## src/rtl/driver_vector_fetch_if.sv

```systemverilog
// ----------------------------------------------------------------------------
// driver_vector_fetch_if
//   Read bus between the vector fetcher and the memory master.
//   Carries:
//     master_addr        read address (fetcher -> memory)
//     master_rd          one-cycle read strobe (fetcher -> memory)
//     master_data_in     returned read data (memory -> fetcher)
//     master_data_in_val returned data valid (memory -> fetcher)
//   Modports: master = fetcher side, slave = memory side.
// ----------------------------------------------------------------------------
interface driver_vector_fetch_if #(
   parameter int ADDR_W = 64,
   parameter int DATA_W = 64
);
   logic [ADDR_W-1:0] master_addr;
   logic              master_rd;
   logic [DATA_W-1:0] master_data_in;
   logic              master_data_in_val;

   modport master (
      output master_addr,
      output master_rd,
      input  master_data_in,
      input  master_data_in_val
   );

   modport slave (
      input  master_addr,
      input  master_rd,
      output master_data_in,
      output master_data_in_val
   );
endinterface

```

## src/rtl/driver_vector_fetch.sv

```systemverilog
// ----------------------------------------------------------------------------
// driver_vector_fetch
//   Fetches a WORDS-word test vector from memory.  A get_vector request latches
//   a base address, then WORDS single-beat reads are issued at base,
//   base+STRIDE, ... (addresses wrap modulo 2^ADDR_W).  Only one read is ever
//   outstanding.  Each returned beat is written into its slot of vector_data
//   and a one-cycle vector_valid pulse follows the last beat.
//
//   Ports:
//     clk, reset        clock, synchronous active-high reset
//     test_vector_addr  base address, sampled when a request is accepted
//     get_vector        request, accepted only when idle
//     busy              high while reads are being issued / awaited
//     bus               read bus (driver_vector_fetch_if.master)
//     vector_data       collected vector, word i at [i*DATA_W +: DATA_W]
//     vector_valid      one-cycle pulse once all words are captured
//     vector_error      one-cycle pulse on a beat timeout (optional feature)
//
//   Optional feature: define DRIVER_VECTOR_FETCH_TIMEOUT_EN to abort a fetch
//   when a beat has not arrived within TIMEOUT cycles.  Without it the fetcher
//   waits indefinitely and vector_error is constant 0.
// ----------------------------------------------------------------------------
module driver_vector_fetch #(
   parameter int ADDR_W  = 64,
   parameter int DATA_W  = 64,
   parameter int WORDS   = 3,
   parameter int STRIDE  = 8,
   parameter int TIMEOUT = 256
) (
   input  logic                    clk,
   input  logic                    reset,
   input  logic [ADDR_W-1:0]       test_vector_addr,
   input  logic                    get_vector,
   output logic                    busy,
   driver_vector_fetch_if.master   bus,
   output logic [WORDS*DATA_W-1:0] vector_data,
   output logic                    vector_valid,
   output logic                    vector_error
);

   localparam int CNT_W = (WORDS > 1) ? $clog2(WORDS) : 1;
   localparam logic [CNT_W-1:0]  LAST_IDX = CNT_W'(WORDS - 1);
   localparam logic [ADDR_W-1:0] STEP     = ADDR_W'(STRIDE);

   if (WORDS < 1 || WORDS > 16 || TIMEOUT < 1) begin : g_param_check
      $error("driver_vector_fetch: WORDS must be 1..16 and TIMEOUT >= 1");
   end

   typedef enum logic [1:0] {
      S_IDLE,
      S_ISSUE,
      S_WAIT,
      S_DONE
   } state_t;

   state_t            state;
   logic [CNT_W-1:0]  idx;
   // Address of the word currently being fetched; starts at the latched base.
   logic [ADDR_W-1:0] base;

`ifdef DRIVER_VECTOR_FETCH_TIMEOUT_EN
   localparam int WAIT_W = $clog2(TIMEOUT + 1);
   localparam logic [WAIT_W-1:0] WAIT_LAST = WAIT_W'(TIMEOUT - 1);
   logic [WAIT_W-1:0] wait_cnt;
`endif

   always_ff @(posedge clk) begin
      if (reset) begin
         state           <= S_IDLE;
         idx             <= '0;
         base            <= '0;
         busy            <= 1'b0;
         bus.master_addr <= '0;
         bus.master_rd   <= 1'b0;
         vector_data     <= '0;
         vector_valid    <= 1'b0;
         vector_error    <= 1'b0;
`ifdef DRIVER_VECTOR_FETCH_TIMEOUT_EN
         wait_cnt        <= '0;
`endif
      end else begin
         // Strobes and pulses are single-cycle unless re-asserted below.
         bus.master_rd <= 1'b0;
         vector_valid  <= 1'b0;
         vector_error  <= 1'b0;

         case (state)
            S_IDLE: begin
               // Strobe is registered here so the read appears one cycle
               // after the request, while the FSM sits in ISSUE.
               if (get_vector) begin
                  base            <= test_vector_addr;
                  bus.master_addr <= test_vector_addr;
                  bus.master_rd   <= 1'b1;
                  idx             <= '0;
                  busy            <= 1'b1;
                  state           <= S_ISSUE;
               end
            end

            S_ISSUE: begin
               // A beat coinciding with the strobe is not a reply; ignore it.
`ifdef DRIVER_VECTOR_FETCH_TIMEOUT_EN
               wait_cnt <= '0;
`endif
               state <= S_WAIT;
            end

            S_WAIT: begin
               if (bus.master_data_in_val) begin
                  vector_data[idx*DATA_W +: DATA_W] <= bus.master_data_in;
                  if (idx == LAST_IDX) begin
                     busy         <= 1'b0;
                     vector_valid <= 1'b1;
                     state        <= S_DONE;
                  end else begin
                     idx             <= idx + 1'b1;
                     base            <= base + STEP;
                     bus.master_addr <= base + STEP;
                     bus.master_rd   <= 1'b1;
                     state           <= S_ISSUE;
                  end
               end
`ifdef DRIVER_VECTOR_FETCH_TIMEOUT_EN
               // A beat in the final allowed cycle is taken above, so the
               // error only fires when the window closes with no beat.
               else if (wait_cnt == WAIT_LAST) begin
                  busy         <= 1'b0;
                  vector_error <= 1'b1;
                  state        <= S_IDLE;
               end else begin
                  wait_cnt <= wait_cnt + 1'b1;
               end
`endif
            end

            S_DONE: begin
               state <= S_IDLE;
            end

            default: begin
               state <= S_IDLE;
            end
         endcase
      end
   end

endmodule

```

## src/flat_wrapper.sv

```systemverilog
// flat-port wrapper written by rule: the top's interface ports become plain ports
module driver_vector_fetch_flat 
#(
   parameter int ADDR_W  = 64,
   parameter int DATA_W  = 64,
   parameter int WORDS   = 3,
   parameter int STRIDE  = 8,
   parameter int TIMEOUT = 256
)
  (clk, reset, test_vector_addr, get_vector, busy, vector_data, vector_valid, vector_error, bus_master_addr, bus_master_rd, bus_master_data_in, bus_master_data_in_val);
  driver_vector_fetch_if #(.ADDR_W(ADDR_W), .DATA_W(DATA_W)) bus_i ();
  input  logic clk;
  input  logic reset;
  input  logic [ADDR_W-1:0] test_vector_addr;
  input  logic get_vector;
  output logic busy;
  output logic [WORDS*DATA_W-1:0] vector_data;
  output logic vector_valid;
  output logic vector_error;
  output wire logic [$bits(bus_i.master_addr)-1:0] bus_master_addr;
  output wire logic [$bits(bus_i.master_rd)-1:0] bus_master_rd;
  input wire logic [$bits(bus_i.master_data_in)-1:0] bus_master_data_in;
  input wire logic [$bits(bus_i.master_data_in_val)-1:0] bus_master_data_in_val;
  assign bus_master_addr = bus_i.master_addr;
  assign bus_master_rd = bus_i.master_rd;
  assign bus_i.master_data_in = bus_master_data_in;
  assign bus_i.master_data_in_val = bus_master_data_in_val;
  driver_vector_fetch #(.ADDR_W(ADDR_W), .DATA_W(DATA_W), .WORDS(WORDS), .STRIDE(STRIDE), .TIMEOUT(TIMEOUT)) u_core (.clk(clk), .reset(reset), .test_vector_addr(test_vector_addr), .get_vector(get_vector), .busy(busy), .bus(bus_i), .vector_data(vector_data), .vector_valid(vector_valid), .vector_error(vector_error));
endmodule
```

## config.mk

```make
export PLATFORM = sky130hd
export DESIGN_NAME = driver_vector_fetch_flat
export DESIGN_NICKNAME = d
export VERILOG_FILES = /design/src/rtl/driver_vector_fetch_if.sv /design/src/rtl/driver_vector_fetch.sv /design/src/flat_wrapper.sv
export SDC_FILE = /design/constraint.sdc
export NUM_CORES = 1
export LEC_CHECK = 0
export ABC_AREA = 0
export CAP_MARGIN = 10
export CORE_MARGIN = 10
export CORE_UTILIZATION = 49
export CTS_CLUSTER_SIZE = 16
export DETAILED_ROUTE_END_ITERATION = 6
export PLACE_DENSITY = 0.89
export REMOVE_ABC_BUFFERS = 1
export SLEW_MARGIN = 10
export SYNTH_ARGS = -nofsm -noshare
export SYNTH_HDL_FRONTEND = slang
export SYNTH_SLANG_ARGS = --single-unit
export TNS_END_PERCENT = 5
```

## constraint.sdc

```tcl
create_clock -name clk -period 4.18 [get_ports clk]
set_input_delay 0.418 -clock clk [delete_from_list [all_inputs] [get_ports clk]]
set_output_delay 0.418 -clock clk [all_outputs]
set_load 0.01 [all_outputs]
```

Word-level counts from Yosys, hierarchy flattened
Cells that the tools add are included.
- register bits: 263
- bits of input ports: 132
- word-level logic and storage cells: 51
- output and inout port bits: 260
- add/sub/neg operators: 3
- equal/unequal tests: 8
- shifts and indexed selects: 2
- bitwise gates (word level): 2
- reduce and logical (&&, ||, !) cells: 7
- muxes and demuxes: 22
- operators with widths (operator ; count):
    $bwmux 192 ; 1
    $mux 64 ; 3
    $shift 64x34->192 const A ; 1
    $shiftx 64x34->192 ; 1
    $pmux 64 s2 ; 1
    $add 64x4->64 const B ; 1
    $neg 8->34 ; 1
    $mux 2 ; 6
    $pmux 2 s4 ; 1
    $reduce_and 4->1 ; 2
    $mux 1 ; 7
    $eq 2x2->1 const B ; 3
    $ne 2x2->1 const B ; 3
    $pmux 1 s2 ; 2
    $pmux 2 s2 ; 1
    $reduce_and 2->1 ; 2
    $reduce_or 3->1 ; 1
    $add 2x1->2 const B ; 1
    $eq 2x1->1 const B ; 1
    $logic_not 2->1 ; 1
    $ne 2x1->1 const B ; 1
    $not 1->1 ; 2
    $reduce_bool 2->1 ; 1

Logic depth before layout (Yosys ltp)
Gate-level depths: netlist (run 1).
- depth after elaboration: 4
- depth in mapped cells: 9
- mapped depth without buffers: 7

Worst setup path after synthesis (run 1)
Ideal clock, no wire load.
- path kind: register to register
- start: register u_core.idx[0]
- end: register u_core.base[46]
- path slack: 2.094 ns
- buffers on the path: 1
- stages on the path, launching flop included: 9
- required time: 4.094 ns
- arrival time: 2.001 ns
- setup time: 0.086 ns
- period minus slack after synthesis: 2.086 ns
- cells stage by stage: dfxtp_1 > inv_1 > ha_1 > nand4bb_1 > clkbuf_1 > or4_1 > nor4_1 > a211oi_1 > a211oi_1
- longest elaborated chain between the ends: 3
- RTL lines (element ; line ; text):
    start: declaration ; driver_vector_fetch.sv:57 ; logic [CNT_W-1:0] idx;
    start signal: assignment ; driver_vector_fetch.sv:117 ; idx <= idx + 1'b1;
    $eq 2x2->1 ; driver_vector_fetch.sv:112 ; if (idx == LAST_IDX) begin
    $ne 2x2->1 (no line) ; -- ;
    $reduce_and 4->1 (no line) ; -- ;
    end signal: assignment ; driver_vector_fetch.sv:92 ; base <= test_vector_addr;
    end signal: assignment ; driver_vector_fetch.sv:118 ; base <= base + STEP;
    end: declaration ; driver_vector_fetch.sv:59 ; logic [ADDR_W-1:0] base;
No other way between the ends.
A chain may end at the register's enable or synchronous reset.

Final worst setup path (run 1)
- start: register u_core.idx[0]
- end: register u_core.base[62]
The elaborated chain is that of the path after synthesis.

==> results of run 1 <==
-- cell usage after synthesis, types with 13 or more instances --
master and count:
nor2_1 48, clkbuf_1 93, nor4_1 21, inv_1 13, a211oi_1 32, nor3_1 30
nand2_1 240, dfxtp_1 263, nand3_1 218, buf_1 22, a21oi_1 224, o21ai_0 52
nand4_1 28, and3_1 18
-- registers in the layout (all words and copies together), names as in the netlist --
name	cells
u_core.base	64
u_core.bus.master_rd	1
u_core.busy	1
u_core.idx	2
u_core.state	2
u_core.vector_data	192
u_core.vector_valid	1
-- power by group --
group          leakage (nW)  internal (mW)  total, mW  switching [mW]
sequential             2.13           2.59       2.72           0.129
clock                 0.462           1.57       2.62            1.05
combinational          2.66          0.352      0.728           0.376
-- through the flow --
step / instance area, sq um / TNS, ns / power (mW)
5_1_grt: 16300 / 0 / 6.23
6_report: 16300 / 0 / 6.06
2_1_floorplan: 10800 / -107.96 / 3.00
4_1_cts: 16300 / 0 / 6.06
3_5_place_dp: 15300 / 0 / 3.48
3_3_place_gp: 15300 / 0 / 3.47
-- cells by family (layout without fill, tap and decap cells) --
| family | count (synthesis) | count (layout) | share of synthesized area [%] |
|---|---|---|---|
| multiplexers | 3 | 3 | 0.265 |
| flip-flops | 263 | 263 | 46.4 |
| AO/OA/AOI/OAI | 374 | 374 | 19.1 |
| buffers and inverters | 140 | 473 | 4.79 |
| other | 1 | 3 | 0.0331 |
| adder cells (fa/ha/maj) | 6 | 6 | 0.662 |
| AND/OR/NAND/NOR | 659 | 659 | 28.7 |
-- per-layer routing --
| layer | share of wire (%) | global-route usage, % |
|---|---|---|
| met5 | 0 | 0 |
| met4 | 6.0 | 15.7 |
| met3 | 14 | 8.89 |
| met2 | 46 | 48.6 |
| met1 | 35 | 36.0 |
-- path summary, 6_finish.rpt --
check,endpoint,start,cells after the start
worst max register to register,u_core.base[62],u_core.idx[0],8
worst min register to register,u_core.vector_data[36],u_core.vector_data[36],2
worst max-delay path,u_core.base[62],u_core.idx[0],8
worst min-delay path,u_core.base[5],reset,2
-- area by class of cell --
class	instances	area (sq um)
Antenna cell	2	5.00
Clock buffer	35	746
Clock inverter	14	210
Fill cell	1649	6430
Inverter	13	48.8
Multi-Input combinational cell	1043	5570
Sequential cell	263	5270
Tap cell	285	357
Timing Repair Buffer	411	4080
-- cells in the final DEF, fill, tap and decap left out, types with 5 or more instances in the layout --
cell type | synthesis | routed
and3_1 | 18 | 15
o22ai_1 | 6 | 6
buf_4 | 1 | 20
nand4_1 | 28 | 28
bufinv_16 | 0 | 5
a31oi_1 | 5 | 5
inv_1 | 13 | 13
a211oi_1 | 32 | 32
a311oi_1 | 11 | 11
nand2_1 | 240 | 240
nand2b_1 | 6 | 6
nor3_1 | 30 | 30
nor4_1 | 21 | 21
a21oi_1 | 224 | 224
o21ai_0 | 52 | 52
clkbuf_16 | 0 | 27
nor2_1 | 48 | 48
o221ai_1 | 6 | 6
dfxtp_1 | 263 | 263
and4_1 | 10 | 10
nand3_1 | 218 | 215
clkdlybuf4s50_1 | 0 | 389
ha_1 | 6 | 6
o32ai_1 | 7 | 7
==> impl_metrics.ini, run 1 <==
[status]
outcome = finished with violations
violations = DRC

[floorplanning]
start_util_pct = 49.9
core_area_sq_um = 22700
die_area_sq_um = 29600
die_w_microns = 172
io_pins = 392
rows = 55
dieHeight_microns = 172

[route]
ant_nets = 0
firstDrtPassIters = 7
drc = 1
drt-total-wl_mm = 48.0
wl_per_cell_microns = 23.2
vias = 13200
detail_route.vias_per_cell = 6.37
first_iter_violations = 1969

[logic_synthesis]
synth_area_leaders = dfxtp_1 (46%), a21oi_1 (9.9%), nand3_1 (9.6%), nand2_1 (7.9%), clkbuf_1 (3.1%)
yosys_register_bits = 263
synth.top_cell.area_share_pct = 46.4
syn_avg_cell_area_sq_um = 7.84
synth_area_sq_um = 11300
async_flop_share_pct = 0
synth_enable_flop_cells = 0
synth_largest_area_cell = dfxtp_1
yosys_warnings = 0
synth_cells = 1446
seq_area_frac_synth_pct = 46.4
synth_ff_type = dfxtp_1
synth_cell_types = 63

[pwr]
pwr_density_cell_nw_per_um2 = 372
leakage_nw = 5.26
irDropWorstVdd_uv = 242

[sta]
clock_skew_ns = 0.0161
fmax_mhz = 346
slew_viol_final = 0
period_needed_ns = 2.89
worstMarginPinSlew_ns = 1.03
hold_viol = 0
fin_ws_ns = 1.29
rsz0062_at_grt = no
slew_headroom_pct = 30.7
finalSetupViolations = 0
hold-worst-slack_ns = 0.346
finalCritPeriodShare_pct = 69.1

[global_routing]
grt_max_degree = 159
overflow = 0
grt_first_pass_wirelength_mm = 72.3
grt_usage_pct = 30.3
grt_pass1_vias = 12400
antenna_found_initial = 1

[clock_tree]
cts_root_buf = clkbuf_16
h-tree-depth = 1
post_cts_resized = 0
clkLatencyLatePin_ns = 0.54
cts_setup_buffers = 0
cts_tree = built
path_clk_slew_ns = 0.07
cts_buffer_depth = 3
holdBufCountCts = 0
cts_sinks = 263
numCtsBuffers = 27

[final_layout]
syn2layout_area_growth_pct = 43.6
num-nets-final = 1897
final_core_util_pct = 71.7
layout.cells.non_filler = 2066
drive_gt1_share_pct = 5.40

[worst_setup_path]
path_class = flop to flop
reg2reg_slack_ns = 1.29
crit_family = simple AND/OR/NAND/NOR gates
path_max_fanout = 53
crit_path_end_kind = flop
cp_num_buf_inv = 2
start_kind = flop
cp_common_cell = nand2_1
cpMaxStageDelayCell = nand4bb_1
arrival_ns = 3.33
cpPeakStageDelay_ns = 0.53
path_cells = inv_1, ha_1, nand4bb_1, nand2_1, buf_4, nand2_1, o31a_1, a211oi_1
required_ns = 4.63

[placed_design]
place_hpwl_mm = 32.4
numPlacedInstances = 2015
io_buffers = 390
place_congestion = 0.976
dp_slack_ns = 1.16

[hold_path]
hp-class = input pin to flop

[job]
cap_viol_max_count = 0
No activity file was read; power rests on OpenSTA's default activity.
==> inputs of run 2 (changes only) <==
--- a/config.mk
+++ b/config.mk
@@ -8,10 +8,10 @@
 export ABC_AREA = 0
 export CAP_MARGIN = 10
 export CORE_MARGIN = 10
-export CORE_UTILIZATION = 49
+export CORE_UTILIZATION = 41
 export CTS_CLUSTER_SIZE = 16
 export DETAILED_ROUTE_END_ITERATION = 6
-export PLACE_DENSITY = 0.89
+export PLACE_DENSITY = 0.79
 export REMOVE_ABC_BUFFERS = 1
 export SLEW_MARGIN = 10
 export SYNTH_ARGS = -nofsm -noshare
==> constraint.sdc (replaced) <==
create_clock -name clk -period 2.4 [get_ports clk]
set_input_delay 0.24 -clock clk [delete_from_list [all_inputs] [get_ports clk]]
set_output_delay 0.24 -clock clk [all_outputs]
set_load 0.01 [all_outputs]
==> impl_metrics.ini, run 2 (synthesis results as in run 1) <==
[global_routing]
antenna_found_initial = 1
grt_pass1_vias = 12100
grt_first_pass_wirelength_mm = 72.0
overflow = 0
grt_max_degree = 228
grt_usage_pct = 25.1

[floorplanning]
rows = 60
start_util_pct = 41.8
die_w_microns = 186
die_area_sq_um = 34700
dieHeight_microns = 186
core_area_sq_um = 27100
io_pins = 392

[pwr]
irDropWorstVdd_uv = 608
leakage_nw = 5.53
total_power_mw = 10.7
pwr_density_cell_nw_per_um2 = 633

[worst_setup_path]
cpMaxStageDelayCell = o41ai_1
r2r-end = u_core.base[31]
path_cells = ha_1, and2_1, nand4_4, o41ai_1, a21oi_1, a311oi_1
reg2regPathDepth = 6
path_class = flop to flop
arrival_ns = 2.77
path_max_fanout = 8
cpPeakStageDelay_ns = 0.65
required_ns = 2.85
r2r-start = u_core.base[3]
crit_family = compound AO/OA/AOI/OAI gates
reg2reg_slack_ns = 0.08
start_kind = flop
crit_path_end_kind = flop
cp_num_buf_inv = 0

[clock_tree]
clkLatencyLatePin_ns = 0.55
holdBufCountCts = 0
path_clk_slew_ns = 0.06
cts_root_buf = clkbuf_16
post_cts_resized = 0
cts_setup_buffers = 0
numCtsBuffers = 29
cts_sinks = 263
cts_buffer_depth = 3
cts_tree = built
h-tree-depth = 1

[route]
drt-total-wl_mm = 47.0
ant_nets = 0
first_iter_violations = 1315
detail_route.vias_per_cell = 5.80
drc = 0
wl_per_cell_microns = 21.4
vias = 12700
firstDrtPassIters = 6

[job]
cap_viol_max_count = 0

[sta]
clock_skew_ns = 0.0216
finalSetupViolations = 0
rsz0062_at_grt = no
hold_viol = 0
finalCritPeriodShare_pct = 96.7
slew_viol_final = 0
slew_headroom_pct = 23.2
worstMarginPinSlew_ns = 1.15
fin_tns_setup_ns = 0
period_needed_ns = 2.32
fmax_mhz = 431

[final_layout]
drive_gt1_share_pct = 7.73
final_common_cell = clkdlybuf4s50_1
num-nets-final = 1939
layout_common_cells = clkdlybuf4s50_1 (389), dfxtp_1 (263), nand2_1 (240)
syn2layout_area_growth_pct = 48.8
largest_reg_flops = 192
reg_top3 = u_core.vector_data (192), u_core.base (64)
largest-register = u_core.vector_data

[placed_design]
place_hpwl_mm = 32.4
place_congestion = 0.947
io_buffers = 390

[hold_path]
hold_start = test_vector_addr[0]
holdPathEnd = u_core.base[0]
hp-class = input pin to flop
hold_depth = 3

[status]
outcome = complete, no violations
==> run 2: worst max path at each step <==
stage / endpoint / depth (start not counted) / start / slack (ns)
floorplan: u_core.vector_data[0] / 5 / u_core.idx[0] / -2.36
global placement: u_core.base[5] / 7 / get_vector / 0.22
detailed placement: u_core.base[59] / 6 / u_core.base[3] / 0.13
CTS: u_core.base[63] / 6 / u_core.base[3] / 0.12
global route: u_core.base[16] / 7 / u_core.idx[0] / 0.0007
finish: u_core.base[31] / 6 / u_core.base[3] / 0.08
==> run 2: layout make-up <==
type / instances / area (sq um)
multi-input combinational: 1043 / 5590
clock buffer: 42 / 855
antenna: 1 / 2.50
timing repair buffer: 451 / 4510
inverter: 13 / 48.8
fill: 2300 / 10200
tap: 372 / 465
clock inverter: 11 / 140
sequential: 263 / 5270
==> run 2: through the flow <==
step / utilization, % / setup WS (ns) / std cells / hold slack, ns / cell area (sq um)
after global routing: 62.3 / 0.000689 / 2195 / 0.246 / 16900
after detailed placement: 58.5 / 0.126 / 2142 / 0.442 / 15900
after floorplan: - / -2.36 / 1319 / 0.309 / 10800
final: 62.3 / 0.0792 / 2196 / 0.249 / 16900
after global placement: 58.5 / 0.221 / 2142 / 0.437 / 15900
after CTS: 62.2 / 0.121 / 2195 / 0.219 / 16900
==> run 2: report_power, final <==
group,internal (mW),switching (mW)
Sequential,4.51,0.169
Combinational,0.678,0.719
Clock,2.78,1.82
Total,7.97,2.71
==> run 2: per-layer routing <==
layer  track usage [%]  up-vias  wire (microns)
li1                  -     5918               -
met1              30.6     5956           17500
met2              42.0      758           22200
met3              6.57      101            5500
met4              8.72        0            1820
met5                 0        -               0
==> run 2: worst min-delay path: stages <==
cell	delay, ns
clkdlybuf4s50_1	0.40
nand2_1	0.06
a21oi_1	0.05
==> inputs of run 3 (changes only) <==
--- a/config.mk
+++ b/config.mk
@@ -8,10 +8,11 @@
 export ABC_AREA = 0
 export CAP_MARGIN = 10
 export CORE_MARGIN = 10
-export CORE_UTILIZATION = 41
+export CORE_UTILIZATION = 49
 export CTS_CLUSTER_SIZE = 16
 export DETAILED_ROUTE_END_ITERATION = 6
-export PLACE_DENSITY = 0.79
+export GPL_TIMING_DRIVEN = 0
+export PLACE_DENSITY = 0.89
 export REMOVE_ABC_BUFFERS = 1
 export SLEW_MARGIN = 10
 export SYNTH_ARGS = -nofsm -noshare
==> constraint.sdc (replaced) <==
create_clock -name clk -period 2.7 [get_ports clk]
set_input_delay 0.27 -clock clk [delete_from_list [all_inputs] [get_ports clk]]
set_output_delay 0.27 -clock clk [all_outputs]
set_load 0.01 [all_outputs]
==> impl_metrics.ini, run 3 (synthesis results as in run 1) <==
[status]
outcome = finished with violations
violations = DRC

[sta]
finalCritPeriodShare_pct = 96.6
fin_tns_setup_ns = 0
slew_headroom_pct = 27.0
hold_viol = 0
worstMarginPinSlew_ns = 1.09
fmax_mhz = 383
rsz0062_at_grt = yes
finalSetupViolations = 0
period_needed_ns = 2.61
hold-worst-slack_ns = 0.178
clock_skew_ns = 0.0220
slew_viol_final = 0

[pwr]
seqPwrFrac_pct = 45.1
leakage_nw = 5.38
power.switching_mw = 2.36
comb_power_share_pct = 12.7
internal-power_mw = 6.97
total_power_mw = 9.33
clockPowerShare_pct = 42.2
irDropWorstVdd_uv = 410
p_sw_share_pct = 25.3
pwr_density_cell_nw_per_um2 = 563

[global_routing]
grt_max_degree = 134
antenna_found_initial = 6
overflow = 0
grt_usage_pct = 30.4
grt_first_pass_wirelength_mm = 72.0
grt_pass1_vias = 12500

[placed_design]
io_buffers = 390
place_congestion = 0.940
place_hpwl_mm = 33.1

[route]
drt-total-wl_mm = 49.7
wl_per_cell_microns = 23.9
firstDrtPassIters = 7
drc = 8
first_iter_violations = 2086
detail_route.vias_per_cell = 6.46
ant_nets = 0
vias = 13400

[final_layout]
final_common_cell = clkdlybuf4s50_1
num-nets-final = 1905
syn2layout_area_growth_pct = 46.2
final_core_util_pct = 73.0
largest-register = u_core.vector_data
drive_gt1_share_pct = 6.11
layout_common_cells = clkdlybuf4s50_1 (389), dfxtp_1 (261), nand2_1 (239)
reg_top3 = u_core.vector_data (192), u_core.base (64)
largest_reg_flops = 192

[clock_tree]
cts_root_buf = clkbuf_16
clkLatencyLatePin_ns = 0.54
holdBufCountCts = 0
path_clk_slew_ns = 0.06
cts_setup_buffers = 0
numCtsBuffers = 27
cts_buffer_depth = 3
cts_sinks = 263
h-tree-depth = 1
cts_tree = built

[worst_setup_path]
cpMaxStageDelayCell = nor4_1
path_class = flop to flop
path_max_fanout = 8
required_ns = 3.08
crit_path_end_kind = flop
path_cells = nand4_1, nor4_1, nand4_1, nor2_1, a221oi_1
cp_common_cell = nand4_1
cpPeakStageDelay_ns = 0.57
arrival_ns = 2.99
start_kind = flop

[floorplanning]
rows = 55
core_area_sq_um = 22700
start_util_pct = 49.9
die_area_sq_um = 29600
dieHeight_microns = 172
io_pins = 392
die_w_microns = 172

[job]
cap_viol_max_count = 0

[hold_path]
hp-class = input pin to flop
-- run 3: cell types whose count changed in the layout (fill, tap and decap cells not counted), sizes merged --
cell	before	now
clkbuf	42	34
inv	15	14
buf	62	27
diode	1	6
clkinvlp	1	0
and3	19	22
bufinv	3	5
clkinv	5	6
-- run 3: layout make-up --
type	instances	area (sq um)
clock inverters	12	193
repair buffers	416	4280
well taps	285	357
clock buffers	34	732
flip-flops and latches	263	5270
multi-input cells	1046	5690
diodes	6	15.0
inverters	13	48.8
fillers	1618	6130
-- run 3: critical path, delay by kind of cell (launching register included) --
family | cells | cell delay [ns]
and+or+nand+nor | 4 | 1.82
AOI/OAI and AO/OA | 1 | 0.15
DFF | 1 | 0.48
-- run 3: final timing paths --
path / from / to / slack, ns / depth (start not counted)
worst min register to register: u_core.vector_data[80] / u_core.vector_data[80] / 0.45 / 2
worst min-delay path: reset / u_core.vector_data[67] / 0.18 / 2
worst max-delay path: u_core.base[11] / u_core.base[51] / 0.09 / 5
worst max register to register: u_core.base[11] / u_core.base[51] / 0.09 / 5
-- run 3: per-layer routing --
layer | vias to the layer above | global-route usage, % | wire length (microns)
li1 | 5870 | - | -
met1 | 6248 | 34.8 | 17200
met2 | 1058 | 49.1 | 22500
met3 | 227 | 9.69 | 6570
met4 | 2 | 17.5 | 3350
met5 | - | 0 | 13
-- run 3: power by group through the flow --
stage	registers (mW)	clock network (mW)	logic, mW
5_1_grt	4.22	4.13	1.26
3_3_place_gp	4.27	0	1.08
6_report	4.21	3.94	1.18
2_1_floorplan	4.29	0	0.355
4_1_cts	4.20	3.96	1.16
3_5_place_dp	4.28	0	1.15
-- run 3: per-stage QoR --
| stage | std cells | worst slack (ns) | cell area (sq um) |
|---|---|---|---|
| floorplan | 1319 | -2.06 | 10800 |
| global placement | 1994 | -8.16 | 15100 |
| detailed placement | 2020 | -0.917 | 15600 |
| CTS | 2066 | -0.0572 | 16500 |
| global route | 2072 | -0.0129 | 16600 |
| finish | 2075 | 0.0909 | 16600 |
-- run 3: timing repair --
item                       in CTS  in global routing
setup endpoints to repair     252                164
resized for setup               7                  5
gates cloned                    0                  3
pin swaps                       0                  5
